$ cat src/rtl/of_pkg.sv
// Shared types and sizes for the operand fetch stage.
package of_pkg;
  localparam int DATA_W     = 32;
  localparam int NUM_REGS   = 32;
  localparam int REG_ADDR_W = 5;

  typedef logic [DATA_W-1:0]     word_t;
  typedef logic [REG_ADDR_W-1:0] reg_addr_t;

  typedef struct packed {
    reg_addr_t rs1;
    reg_addr_t rs2;
    reg_addr_t rd;
    logic      rd_we;
  } of_issue_t;
endpackage

$ cat src/rtl/of_scoreboard.sv
// Per-register busy tracking for outstanding writebacks; reports RAW/WAW hazards
// for the instruction currently presented by decode.
module of_scoreboard
  import of_pkg::*;
#(
  parameter int NREG = NUM_REGS
) (
  input  logic            clk,
  input  logic            rst,
  input  logic            set_en,
  input  reg_addr_t       set_addr,
  input  logic [NREG-1:0] clr,
  input  of_issue_t       iss,
  output logic [NREG-1:0] busy,
  output logic            hazard
);
  logic [NREG-1:0] busy_q, busy_d;

  // A writeback landing this cycle already satisfies the dependency.
  function automatic logic pending(input reg_addr_t a);
    return (a != '0) && busy_q[a] && !clr[a];
  endfunction

  always_comb begin
    busy_d = busy_q;
    for (int r = 1; r < NREG; r++) begin
      if (clr[r]) busy_d[r] = 1'b0;
      if (set_en && set_addr == reg_addr_t'(r)) busy_d[r] = 1'b1;
    end
    busy_d[0] = 1'b0;
  end

  always_ff @(posedge clk or negedge rst) begin
    if (!rst) busy_q <= '0;
    else      busy_q <= busy_d;
  end

  assign busy   = busy_q;
  assign hazard = pending(iss.rs1) || pending(iss.rs2) || (iss.rd_we && pending(iss.rd));
endmodule

$ cat src/rtl/operand_fetch_stage.sv
// Decode->execute operand fetch: register file read/write, writeback bypass,
// busy scoreboard and output pipeline register. Optional counters under OPERAND_FETCH_STATS_EN.
module operand_fetch_stage
  import of_pkg::*;
#(
  parameter int N    = DATA_W,
  parameter int NREG = NUM_REGS,
  localparam int AW  = $clog2(NREG)
) (
  input  logic            clk,
  input  logic            rst,
  input  logic            id_valid,
  output logic            id_ready,
  input  logic [AW-1:0]   id_rs1,
  input  logic [AW-1:0]   id_rs2,
  input  logic [AW-1:0]   id_rd,
  input  logic            id_rd_we,
  output logic [AW-1:0]   rf_rd_addr0,
  output logic [AW-1:0]   rf_rd_addr1,
  input  logic [N-1:0]    rf_rd_data0,
  input  logic [N-1:0]    rf_rd_data1,
  output logic            rf_wr_ena,
  output logic [AW-1:0]   rf_wr_addr,
  output logic [N-1:0]    rf_wr_data,
  input  logic            wb_valid,
  input  logic [AW-1:0]   wb_addr,
  input  logic [N-1:0]    wb_data,
  output logic            ex_valid,
  input  logic            ex_ready,
  output logic [N-1:0]    ex_op0,
  output logic [N-1:0]    ex_op1,
  output logic [AW-1:0]   ex_rd,
  output logic            ex_rd_we,
  output logic [NREG-1:0] busy
`ifdef OPERAND_FETCH_STATS_EN
  ,
  output logic [31:0]     stat_issued,
  output logic [31:0]     stat_stalls
`endif
);
  logic [NREG-1:0] clr;
  logic            hazard, fire;
  logic [N-1:0]    op0_sel, op1_sel;
  of_issue_t       iss;

  logic            ex_valid_q;
  logic [N-1:0]    ex_op0_q, ex_op1_q;
  logic [AW-1:0]   ex_rd_q;
  logic            ex_rd_we_q;

  assign rf_rd_addr0 = id_rs1;
  assign rf_rd_addr1 = id_rs2;
  assign rf_wr_addr  = wb_addr;
  assign rf_wr_data  = wb_data;
  assign rf_wr_ena   = wb_valid && (wb_addr != '0);

  for (genvar r = 0; r < NREG; r++) begin : g_clr
    if (r == 0) begin : g_zero
      assign clr[r] = 1'b0;
    end else begin : g_reg
      assign clr[r] = wb_valid && (wb_addr == AW'(r));
    end
  end

  // The register file only updates at the edge, so a same-cycle writeback is bypassed.
  assign op0_sel = (id_rs1 == '0) ? '0 : clr[id_rs1] ? wb_data : rf_rd_data0;
  assign op1_sel = (id_rs2 == '0) ? '0 : clr[id_rs2] ? wb_data : rf_rd_data1;

  assign iss      = '{rs1: id_rs1, rs2: id_rs2, rd: id_rd, rd_we: id_rd_we};
  assign id_ready = (!ex_valid_q || ex_ready) && !hazard;
  assign fire     = id_valid && id_ready;

  of_scoreboard #(.NREG(NREG)) u_sb (
    .clk      (clk),
    .rst      (rst),
    .set_en   (fire && id_rd_we),
    .set_addr (id_rd),
    .clr      (clr),
    .iss      (iss),
    .busy     (busy),
    .hazard   (hazard)
  );

  always_ff @(posedge clk or negedge rst) begin
    if (!rst) begin
      ex_valid_q <= 1'b0;
      ex_op0_q   <= '0;
      ex_op1_q   <= '0;
      ex_rd_q    <= '0;
      ex_rd_we_q <= 1'b0;
    end else if (fire) begin
      ex_valid_q <= 1'b1;
      ex_op0_q   <= op0_sel;
      ex_op1_q   <= op1_sel;
      ex_rd_q    <= id_rd;
      ex_rd_we_q <= id_rd_we;
    end else if (ex_ready) begin
      ex_valid_q <= 1'b0;
    end
  end

  assign ex_valid = ex_valid_q;
  assign ex_op0   = ex_op0_q;
  assign ex_op1   = ex_op1_q;
  assign ex_rd    = ex_rd_q;
  assign ex_rd_we = ex_rd_we_q;

`ifdef OPERAND_FETCH_STATS_EN
  logic [31:0] stat_issued_q, stat_stalls_q;

  always_ff @(posedge clk or negedge rst) begin
    if (!rst) begin
      stat_issued_q <= '0;
      stat_stalls_q <= '0;
    end else begin
      if (fire)                  stat_issued_q <= stat_issued_q + 32'd1;
      if (id_valid && !id_ready) stat_stalls_q <= stat_stalls_q + 32'd1;
    end
  end

  assign stat_issued = stat_issued_q;
  assign stat_stalls = stat_stalls_q;
`endif
endmodule

$ cat config.mk
export PLATFORM = sky130hd
export DESIGN_NAME = operand_fetch_stage
export DESIGN_NICKNAME = d
export VERILOG_FILES = /design/src/rtl/of_pkg.sv /design/src/rtl/of_scoreboard.sv /design/src/rtl/operand_fetch_stage.sv
export SDC_FILE = /design/constraint.sdc
export NUM_CORES = 1
export LEC_CHECK = 0
export CAP_MARGIN = 20
export CORE_ASPECT_RATIO = 0.9
export CORE_MARGIN = 1.5
export CORE_UTILIZATION = 40
export CTS_CLUSTER_SIZE = 30
export DETAILED_ROUTE_END_ITERATION = 8
export GPL_ROUTABILITY_DRIVEN = 0
export PLACE_DENSITY_LB_ADDON = 0.12
export SYNTH_ARGS = -nofsm -noshare
export SYNTH_HDL_FRONTEND = slang
export SYNTH_SLANG_ARGS = --single-unit
$ cat constraint.sdc
create_clock -name clk -period 2.55 [get_ports clk]
set_clock_uncertainty 0.1 [all_clocks]
set_input_delay 0.255 -clock clk [delete_from_list [all_inputs] [get_ports clk]]
set_output_delay 0.255 -clock clk [all_outputs]
set_load 0.03 [all_outputs]
Yosys cells after proc, flatten, opt, wreduce, memory -nomap -nowiden. Index checks and enable logic that the tools add are counted. W data, S select, Z words.

Register bits: 102. Output and inout port bits: 152.

Mux-type cells: 80. Reduce and logical (&&, ||, !) cells: 119. Eq/ne operators: 62. Order comparisons: 3.

Operators by type and width (number): $eq A5 B5 Y1 const B (32); $mux W32 (4); $eq A5 B4 Y1 const B (16); $logic_and A1 B1 Y1 (73); $mux W1 (70); $reduce_bool A2 Y1 (32); $eq A5 B3 Y1 const B (8); $bmux W1 S5 (6); $eq A5 B2 Y1 const B (4); $reduce_bool A5 Y1 (4); $lt A5 B6 Y1 const B (3); $eq A5 B1 Y1 const B (2); $logic_not A5 Y1 (2); $logic_not A1 Y1 (5); $logic_or A1 B1 Y1 (3).

Depth between registers and ports, before layout.
Depth in word-level cells: 14. Mapped depth: 12.

Modules after synthesis. A second synthesis with hierarchy kept.

Cell total of the unflattened synthesis: 704. Area, all modules: 7195.7 um2.

Modules (own cells, without submodules): operand_fetch_stage (cells each 463, instances 1, area an instance 4528.1 um2, sequential area each 1776.7 um2); of_scoreboard (cells each 241, instances 1, area an instance 2667.6 um2, sequential area each 775.7 um2).

Worst setup path before layout. Ideal clock, no wire load.

Path type: flip-flop to flip-flop. Start: reg u_sb.busy_q[31], in the netlist u_sb.busy[31]. End: reg ex_op1_q[15], in the netlist ex_op1[15]. Arrival: 2537 ps. Stages on the path, launching flop included: 11. Slack: -183 ps. Cells stage by stage: dfrtp_1 mux4_2 mux4_2 nand2_1 nand3_1 nand3_1 nand4b_1 or2_1 buf_6 buf_4 o31ai_1.

Longest elaborated chain between the ends: 9. Elaborated cells on any way between the ends: 18. Those cells by class: mux (6); reduce/logical (12).

Ends and longest elaborated chain: from (decl) (RTL line of_scoreboard.sv:17) `logic [NREG-1:0] busy_q, busy_d;`; from (signal assigned) (RTL line of_scoreboard.sv:35) `else busy_q <= busy_d;`; $bmux W1 S5 (RTL line of_scoreboard.sv:21) `return (a != '0) && busy_q[a] && !clr[a];`; $mux W1 (not written as such) (RTL line of_scoreboard.sv:21); $logic_and A1 B1 Y1 (2 in series) (RTL line of_scoreboard.sv:21); $logic_or A1 B1 Y1 / $logic_and A1 B1 Y1 (equally long branches) (RTL line of_scoreboard.sv:39) `assign hazard = pending(iss.rs1) || pending(iss.rs2) || (iss.rd_we && pending(iss.rd));`; $logic_or A1 B1 Y1 * (RTL line of_scoreboard.sv:39); $logic_not A1 Y1 * (RTL line operand_fetch_stage.sv:70) `assign id_ready = (!ex_valid_q || ex_ready) && !hazard;`; $logic_and A1 B1 Y1 * (RTL line operand_fetch_stage.sv:70); $logic_and A1 B1 Y1 * (RTL line operand_fetch_stage.sv:71) `assign fire = id_valid && id_ready;`; to (signal assigned) (RTL line operand_fetch_stage.sv:94) `ex_op1_q <= op1_sel;`; to (decl) (RTL line operand_fetch_stage.sv:47) `logic [N-1:0] ex_op0_q, ex_op1_q;`.

Every way passes the cells marked *; elsewhere a longest branch is shown, timed or not. The select of a mux whose other input is x is not followed. A chain may end at the register's enable or synchronous reset.

Final worst setup path.
Start: reg u_sb.busy_q[30], in the netlist u_sb.busy[30]. End: reg u_sb.busy_q[19], in the netlist u_sb.busy[19].

Longest elaborated chain between the ends: 12. Elaborated cells on any way between the ends: 22. Those cells by class: mux (7); reduce/logical (15).

Ends and longest elaborated chain: $bmux W1 S5 (RTL line of_scoreboard.sv:21); $mux W1 (not written as such) (RTL line of_scoreboard.sv:21); $logic_and A1 B1 Y1 (2 in series) (RTL line of_scoreboard.sv:21); $logic_or A1 B1 Y1 / $logic_and A1 B1 Y1 (equally long branches) (RTL line of_scoreboard.sv:39); $logic_or A1 B1 Y1 * (RTL line of_scoreboard.sv:39); $logic_not A1 Y1 * (RTL line operand_fetch_stage.sv:70); $logic_and A1 B1 Y1 * (RTL line operand_fetch_stage.sv:70); $logic_and A1 B1 Y1 * (RTL line operand_fetch_stage.sv:71); $logic_and A1 B1 Y1 * (RTL line operand_fetch_stage.sv:76) `.set_en (fire && id_rd_we),`; $logic_and A1 B1 Y1 * (RTL line of_scoreboard.sv:28) `if (set_en && set_addr == reg_addr_t'(r)) busy_d[r] = 1'b1;`; $mux W1 / $reduce_bool A2 Y1 (equally long branches).

Marks and branches as above.

==> results.json <==
{
  "syn-mean-instance-area_um2": 10.1,
  "syn_area_um2": 6630,
  "ys_ff_latch": 102,
  "antenna_cells": 0,
  "path_cells": "mux4_2 -> mux4_2 -> nand2_1 -> nand3_1 -> nand3_1 -> nand4b_1 -> buf_6 -> or2_4 -> buf_6 -> buf_8 -> o31ai_2",
  "drive_above_1_share_pct": 35.2,
  "startpoint": "u_sb.busy[30]",
  "tritoncts": "done",
  "ys_top_cells_by_area": "dfrtp_1, o31ai_1, mux2i_1",
  "r2r_slack_ns": -0.41,
  "die_y_um": 125,
  "fmax_mhz": 337,
  "path_buf_inv": 3,
  "synth_edf_count": 0,
  "crit_path_max_fanout": 5,
  "synth.net_count": 776,
  "status": "finished, violations left",
  "worstPathArrival_ns": 3.10,
  "vias_per_cell": 6.01,
  "grt_usage_pct": 31.0,
  "vdd_ir_drop_max_mv": 0.624,
  "critical_path_depth": 11,
  "coreArea_um2": 16200,
  "clkSinkCount": 102,
  "grt_setup_unrepaired": "yes",
  "cts-root-buf": "clkbuf_16",
  "hp-class": "input port to async pin",
  "post-place-ws_ns": -0.840,
  "synth_common_cells": "dfrtp_1, o21ai_0, o31ai_1",
  "use_met3_pct": 6.40,
  "postRouteAntennaNets": 0,
  "grt_max_degree": 65,
  "first_iter_violations": 519,
  "worst-slew-pin-transition_ns": 1.07,
  "top_usage_layer": "met2",
  "cp_slowest_stage_delay_ns": 0.47,
  "vias": 7137,
  "synth.distinct_cells": 48,
  "fin_cells": 1187,
  "placed_area_um2": 10000,
  "p_per_area_nw_per_um2": 804,
  "setup_viol": 103,
  "worstSetupPathType": "flip-flop to flip-flop",
  "fin_area_um2": 12100,
  "cp_slowest_cell": "mux4_2",
  "syn2layout_area_growth_pct": 82.7,
  "dr.pass1.iters": 5,
  "wl_um": 28200,
  "slew_headroom_pct": 28.1,
  "reg2reg_depth": 11,
  "fin_crit_sh_pct": 116,
  "synth_cells": 654,
  "end_kind": "flip-flop",
  "grtUsageMet2_pct": 51.7,
  "num-fill-cells": 1064,
  "yosysTopAreaCellShare_pct": 38.5,
  "hold_slack_ns": 0.348,
  "endpoint": "u_sb.busy[19]",
  "clock_path_buffers": 2,
  "dp.cells": 1140,
  "grt_pass1_wl_um": 41900,
  "yosys_warnings": 0,
  "grtUsageMet1_pct": 41.3,
  "slew_viol_final": 0,
  "grt_antenna_before_repair": 0,
  "setup_ws_ns": -0.415,
  "die_w_um": 139,
  "cp-start-kind": "flip-flop",
  "drcViolationCount": 0,
  "dieArea_um2": 17400,
  "io_buffers": 272,
  "grt-ovfl-total": 0,
  "fin_crit_ns": 2.96,
  "yosys.area.top_type": "dfrtp_1",
  "initial_core_util_pct": 41.0,
  "wl_per_cell_um": 23.7,
  "dp_hpwl_um": 17800,
  "power_mw": 9.75,
  "cap_violations": 0,
  "path_clk_slew_ns": 0.07,
  "r2r-start": "u_sb.busy[30]",
  "reg2reg_to": "u_sb.busy[19]",
  "violations": "negative setup slack",
  "io_pins": 274,
  "grt_pass1_vias": 7284,
  "required_ns": 2.69,
  "clkLatencyLatePin_ns": 0.36,
  "async_flop_share_pct": 100,
  "h-tree-depth": 3,
  "yosysMostFrequentCell": "dfrtp_1",
  "path_delay_family": "multiplexers",
  "rows": 44,
  "synth_ff_type": "dfrtp_1",
  "postLayoutCoreUtil_pct": 74.9,
  "p_leak_nw": 4.81,
  "numCtsBuffers": 9,
  "synth-seq-area-share_pct": 38.5,
  "tns_ns": -32.36,
  "fin_nets": 1098,
  "hold_viol_final": 0
}
==> kinds of logic after synthesis <==
logic type / share of synthesized area (%)
XOR/XNOR: 1.19
buffers and inverters: 10.7
AO/OA/AOI/OAI: 21.2
multiplexers: 19.4
AND/OR/NAND/NOR: 8.98
flip-flops: 38.5
other: 0.0565
==> layer usage <==
metal	up-vias	share of wire (%)
met3	49	7.6
li1	3110	-
met5	-	0
met4	0	2.0
met2	387	49
met1	3591	41
==> cell type report <==
type                       count  area [um2]  share of cell area, %
tap                          207         259                   2.14
inverter                       4        20.0                  0.165
clock buffer                  12         246                   2.03
sequential                   102        2570                   21.2
multi-input combinational    435        4560                   37.6
clock inverter                 3        21.3                  0.175
timing repair buffer         424        4440                   36.6
==> placed cells by master, fill, tap and decap left out, types with 9 or more instances in the layout <==
cell               n
clkbuf_16          9
dfrtp_1           86
nor2_1            12
nor2b_1            9
o21ai_0           39
nand3_1           13
mux2i_1           69
nand2_1           20
mux4_2            22
buf_16            14
o21ai_2           24
o31ai_4           59
o21ai_1           33
o31ai_2           27
buf_4            110
dfrtp_2           16
o31ai_1            9
clkdlybuf4s50_1  262
buf_12            19
==> worst min path at each step <==
stage                          to  slack (ns)  depth (start not counted)
global route            ex_op0[3]        0.41                          2
CTS                      ex_rd[1]        0.37                          2
detailed placement  u_sb.busy[31]        0.21                          1
global placement    u_sb.busy[31]        0.19                          1
floorplan               ex_op0[0]       -0.14                          0
finish              u_sb.busy[27]        0.35                          2
==> state kept, by name, summed over array words and instances, names as in the netlist <==
register	flops
ex_rd	5
ex_valid	1
u_sb.busy	31
ex_rd_we	1
ex_op0	32
ex_op1	32
==> report_power, final <==
group / leakage [nW] / internal [mW] / switching [mW] / total (mW)
sequential: 1.26 / 2.16 / 0.436 / 2.60
clock: 0.129 / 0.687 / 0.630 / 1.32
combinational: 3.41 / 2.75 / 3.08 / 5.84
total: 4.81 / 5.61 / 4.15 / 9.75
==> what timing repair did <==
item                                    CTS  global route
resized for setup                       226            76
hold buffers                              1             0
endpoints found under the setup margin  104           103
cloned                                   17             0
buffers inserted                         12             2
pin swaps                                18            12
endpoints found under the hold margin    45             0
(Power assumes the default switching activity.)
